==> config.mk <==
export PLATFORM = sky130hd
export DESIGN_NAME = window_3x3_gen
export DESIGN_NICKNAME = d
export VERILOG_FILES = /design/src/rtl/window_3x3_gen.sv
export SDC_FILE = /design/constraint.sdc
export NUM_CORES = 1
export LEC_CHECK = 0
export ABC_AREA = 1
export ABC_CLOCK_PERIOD_IN_PS = 12460
export CAP_MARGIN = 20
export CELL_PAD_IN_SITES_DETAIL_PLACEMENT = 1
export CELL_PAD_IN_SITES_GLOBAL_PLACEMENT = 1
export CORE_ASPECT_RATIO = 2
export CORE_MARGIN = 4
export CORE_UTILIZATION = 45
export DETAILED_ROUTE_END_ITERATION = 7
export PLACE_DENSITY = 0.77
export RECOVER_POWER = 50
export SYNTH_ARGS = -nofsm -noshare
export SYNTH_HDL_FRONTEND = slang
export SYNTH_SLANG_ARGS = --single-unit
export TNS_END_PERCENT = 30
==> constraint.sdc <==
create_clock -name clk -period 12.46 [get_ports clk]
set_input_delay 1.246 -clock clk [delete_from_list [all_inputs] [get_ports clk]]
set_output_delay 1.246 -clock clk [all_outputs]
set_load 0.05 [all_outputs]
==> src/rtl/window_3x3_gen.sv <==
// Raster RGB stream -> registered 3x3 neighbourhood per channel, interior windows only.
// Latency 1 cycle from the completing pixel; no backpressure, accepts one pixel per cycle.
module window_3x3_gen #(
  parameter int IMG_W = 16,
  parameter int IMG_H = 16
) (
  input  logic        clk,
  input  logic        reset,
  input  logic        in_valid,
  input  logic        in_sof,
  input  logic [7:0]  in_r,
  input  logic [7:0]  in_g,
  input  logic [7:0]  in_b,
  output logic [71:0] win_r,
  output logic [71:0] win_g,
  output logic [71:0] win_b,
  output logic        win_valid,
  output logic        win_last
);

  localparam int CW = (IMG_W > 1) ? $clog2(IMG_W) : 1;
  localparam int RW = (IMG_H > 1) ? $clog2(IMG_H) : 1;

  logic [CW-1:0] col_q, col_d, cur_col;
  logic [RW-1:0] row_q, row_d, cur_row;
  logic          emit, last_px;
  logic          win_valid_q, win_last_q;

  logic [7:0]  pix     [3];
  logic [7:0]  line1_q [3][IMG_W];
  logic [7:0]  line2_q [3][IMG_W];
  // Columns packed as {row, row-1, row-2}; s1 holds col-1, s2 holds col-2.
  logic [23:0] col_new [3];
  logic [23:0] s1_q    [3];
  logic [23:0] s2_q    [3];
  logic [71:0] win_d   [3];
  logic [71:0] win_q   [3];

  assign pix[0] = in_r;
  assign pix[1] = in_g;
  assign pix[2] = in_b;

  always_comb begin
    cur_col = in_sof ? '0 : col_q;
    cur_row = in_sof ? '0 : row_q;
    last_px = (cur_col == CW'(IMG_W - 1)) && (cur_row == RW'(IMG_H - 1));
    emit    = in_valid && (cur_col >= CW'(2)) && (cur_row >= RW'(2));
    if (cur_col == CW'(IMG_W - 1)) begin
      col_d = '0;
      row_d = (cur_row == RW'(IMG_H - 1)) ? '0 : cur_row + RW'(1);
    end else begin
      col_d = cur_col + CW'(1);
      row_d = cur_row;
    end
    for (int ch = 0; ch < 3; ch++) begin
      col_new[ch] = {pix[ch], line1_q[ch][cur_col], line2_q[ch][cur_col]};
      win_d[ch]   = {col_new[ch][23:16], s1_q[ch][23:16], s2_q[ch][23:16],
                     col_new[ch][15:8],  s1_q[ch][15:8],  s2_q[ch][15:8],
                     col_new[ch][7:0],   s1_q[ch][7:0],   s2_q[ch][7:0]};
    end
  end

  // Line storage is never cleared: the interior-only gate keeps stale rows out of windows.
  always_ff @(posedge clk) begin
    if (in_valid) begin
      for (int ch = 0; ch < 3; ch++) begin
        line2_q[ch][cur_col] <= line1_q[ch][cur_col];
        line1_q[ch][cur_col] <= pix[ch];
      end
    end
  end

  always_ff @(posedge clk or posedge reset) begin
    if (reset) begin
      col_q       <= '0;
      row_q       <= '0;
      win_valid_q <= 1'b0;
      win_last_q  <= 1'b0;
      for (int ch = 0; ch < 3; ch++) begin
        s1_q[ch]  <= '0;
        s2_q[ch]  <= '0;
        win_q[ch] <= '0;
      end
    end else begin
      win_valid_q <= emit;
      win_last_q  <= emit && last_px;
      if (in_valid) begin
        col_q <= col_d;
        row_q <= row_d;
        for (int ch = 0; ch < 3; ch++) begin
          s2_q[ch] <= s1_q[ch];
          s1_q[ch] <= col_new[ch];
        end
      end
      if (emit) begin
        for (int ch = 0; ch < 3; ch++) begin
          win_q[ch] <= win_d[ch];
        end
      end
    end
  end

  assign win_r     = win_q[0];
  assign win_g     = win_q[1];
  assign win_b     = win_q[2];
  assign win_valid = win_valid_q;
  assign win_last  = win_last_q;

endmodule
==> impl_metrics.json <==
{
  "cp_cell_sequence": "dlygate4sd3_1, inv_6, clkbuf_1, nand2_1, nand2_1, inv_1, nand2_1, nor2_1, clkbuf_1",
  "fp-row-count": 167,
  "crit_family": "buffers and inverters",
  "seq_area_frac_synth": 0.6884,
  "postCtsHoldBufs": 0,
  "drtAntennaViolNets": 0,
  "timing.rr.end": "line1_q[0][179]",
  "cts_buffer_depth": 3,
  "antenna_found_initial": 3,
  "die_h_um": 464.8,
  "layout_common_cells": "1661 x nand2_1, 768 x edfxtp_1, 564 x inv_1",
  "cp.depth": 9,
  "fin_tns_setup_ns": 0,
  "start_kind": "primary input",
  "min_path_type": "reg2reg",
  "pin_count": 246,
  "min_from": "win_r[12]",
  "avgRoutedWirePerCell_um": 21.92,
  "clock_latency_ns": 0.70,
  "place_area_um2": 50360,
  "coreArea_um2": 103600,
  "ff2ff_path_depth": 8,
  "final_hold_viol_count": 0,
  "drt_iter0_drc": 2180,
  "grt-ovfl-total": 0,
  "cts_htree_levels": 3,
  "cp_num_buf_inv": 5,
  "tritoncts": "built",
  "grt_max_degree": 180,
  "grt_pass1_vias": 36620,
  "final-max-slew-violation-count": 761,
  "routed_via_density": 5.272,
  "post-place-ws_ns": 5.953,
  "slowest_delay_ns": 1.82,
  "fp.dieArea_um2": 109900,
  "cts.sink_count": 1138,
  "finalNetCount": 4844,
  "fmax_mhz": 116.9,
  "endpoint_kind": "flip-flop",
  "cts-resized-gates": 0,
  "violations": "capacitance limit, slew limit",
  "yosys_warnings": 0,
  "outcome": "finished with violations",
  "worst_slew_margin_rel": -2.098,
  "die_width_um": 236.4,
  "p_per_area_nw_per_um2": 163.0,
  "drive_above_1_share": 0.05418,
  "synthAdderAreaFrac": 0.001066,
  "required_ns": 12.72,
  "synth-simple-area-share": 0.2049,
  "finalCriticalPeriod_ns": 8.555,
  "cp_slowest_cell": "clkbuf_1",
  "ys_top_cells_by_area": "edfxtp_1 49%, dfrtp_1 20%, nand2_1 13%",
  "synthCells": 4664,
  "synth_mux_area_frac": 0,
  "first_pass_iters": 5,
  "synth_nets": 4696,
  "ir_drop_mv": 0.1231,
  "drc_errors": 0,
  "vias": 32930,
  "fin_ws_ns": 3.905,
  "grt_pass1_wl_um": 213300,
  "yosysTopAreaCell": "edfxtp_1",
  "whs_ns": 0.4835,
  "reg2reg_slack_ns": 6.09,
  "wl_um": 136900,
  "synth_top_cell_area_share": 0.4912,
  "crit_type": "in2reg",
  "skew_ns": 0.01905,
  "grt_setup_unrepaired": "no",
  "cts_root_buf": "clkbuf_16",
  "io_buffers": 245,
  "crit_fanout": 63,
  "ys_ff_latch": 1138,
  "synth_xor_area_frac": 0.0003731,
  "synth_top_family_by_area": "simple AND/OR/NAND/NOR gates",
  "path_clk_slew_ns": 0.07,
  "grt_usage": 0.2477,
  "r2r_start": "col_q[3]",
  "fin_area_um2": 53620,
  "arrival_ns": 8.81,
  "cts_buffers": 93,
  "synth_compound_area_frac": 0.03187,
  "p_leak_nw": 24.28,
  "post-route-period-util": 0.6866,
  "power_mw": 8.742,
  "area_growth_pct": 14.21,
  "synth_cell_types": 32,
  "fill_cells": 11550,
  "start_util": 0.4530,
  "setup_viol": 0,
  "cap_violations": 16,
  "syn-cell-area_um2": 46950,
  "hold_path_depth": 2,
  "post-cts-setup-buffers": 0,
  "tightest_slew_ns": 4.622,
  "avgSynthCellArea_um2": 10.07,
  "cpMostUsedCell": "nand2_1",
  "worstHoldEndpoint": "win_r[12]",
  "layout.cells.most_common": "nand2_1",
  "gp_congestion": 0.7956,
  "dp_hpwl_um": 79540
}
==> sequential cells by signal, indices dropped and copies added, names as in the netlist, 4 cells and up <==
| name | flops |
|---|---|
| col_q | 4 |
| row_q | 4 |
| win_g | 72 |
| line2_q | 384 |
| s1_q | 72 |
| s2_q | 72 |
| win_r | 72 |
| line1_q | 384 |
| win_b | 72 |
==> cells by family after synthesis <==
kind of cell             Yosys count
AND/OR/NAND/NOR                 2406
flip-flops                      1138
buffers and inverters            816
AO/OA/AOI/OAI                    298
adder cells (fa/ha/maj)            4
XOR/XNOR                           2
==> worst max-delay path by stage <==
stage / startpoint / slack, ns / endpoint
2_1_floorplan: reset / 0.94 / col_q[0]
3_3_place_gp: in_sof / 6.09 / win_b[43]
4_1_cts: in_sof / 6.66 / win_b[21]
6_report: in_sof / 3.90 / line1_q[0][242]
5_1_grt: in_sof / 3.52 / line1_q[0][242]
3_5_place_dp: in_sof / 5.95 / win_b[21]
==> report_power, final <==
group,total (mW),internal (mW),switching (mW)
sequential,4.38,4.29,0.0950
combinational,1.09,0.250,0.840
clock,3.27,1.84,1.43
total,8.74,6.37,2.37
==> routing by layer <==
metal,share of wire,wire (um),vias up,global-route usage
met4,0.032,4411,0,0.07968
met5,0,0,-,0
met1,0.39,52960,16810,0.2977
li1,-,-,15000,-
met3,0.053,7292,244,0.04433
met2,0.53,72280,875,0.4505
==> cell type report <==
| type | instances | area (um2) | area share |
|---|---|---|---|
| Multi-Input combinational cell | 2710 | 11280 | 0.2105 |
| Antenna cell | 3 | 7.507 | 0.0001400 |
| Sequential cell | 1138 | 32320 | 0.6028 |
| Timing Repair Buffer | 291 | 2770 | 0.05166 |
| Tap cell | 1352 | 1692 | 0.03155 |
| Clock buffer | 112 | 2567 | 0.04788 |
| Inverter | 578 | 2178 | 0.04063 |
| Clock inverter | 62 | 795.8 | 0.01484 |
==> worst reg2reg max path: stages, from the launching register on <==
cell	delay (ns)
dfrtp_1	0.36
inv_1	0.14
nor2_1	0.25
nand2_1	0.18
inv_2	0.07
buf_4	0.64
nand2_1	0.41
nor2_1	1.83
clkbuf_1	1.99
==> stage by stage <==
step,utilization,instances
after global routing,0.5173,6245
after detailed placement,0.4859,6069
after floorplan,-,4664
final,0.5174,6246
after global placement,0.4859,6069
after CTS,0.5183,6243
==> cell usage after synthesis (all sizes together) <==
cell type,n
or2,29
nand3,325
a21oi,50
dfrtp,370
nand2,1688
inv,577
o22ai,1
edfxtp,768
ha,4
clkbuf,58
nor3,2
o2111ai,1
xor2,2
nand4,1
nor2,361
clkinv,1
o21ai,246
buf,180
No activity file was read; power rests on OpenSTA's default activity.
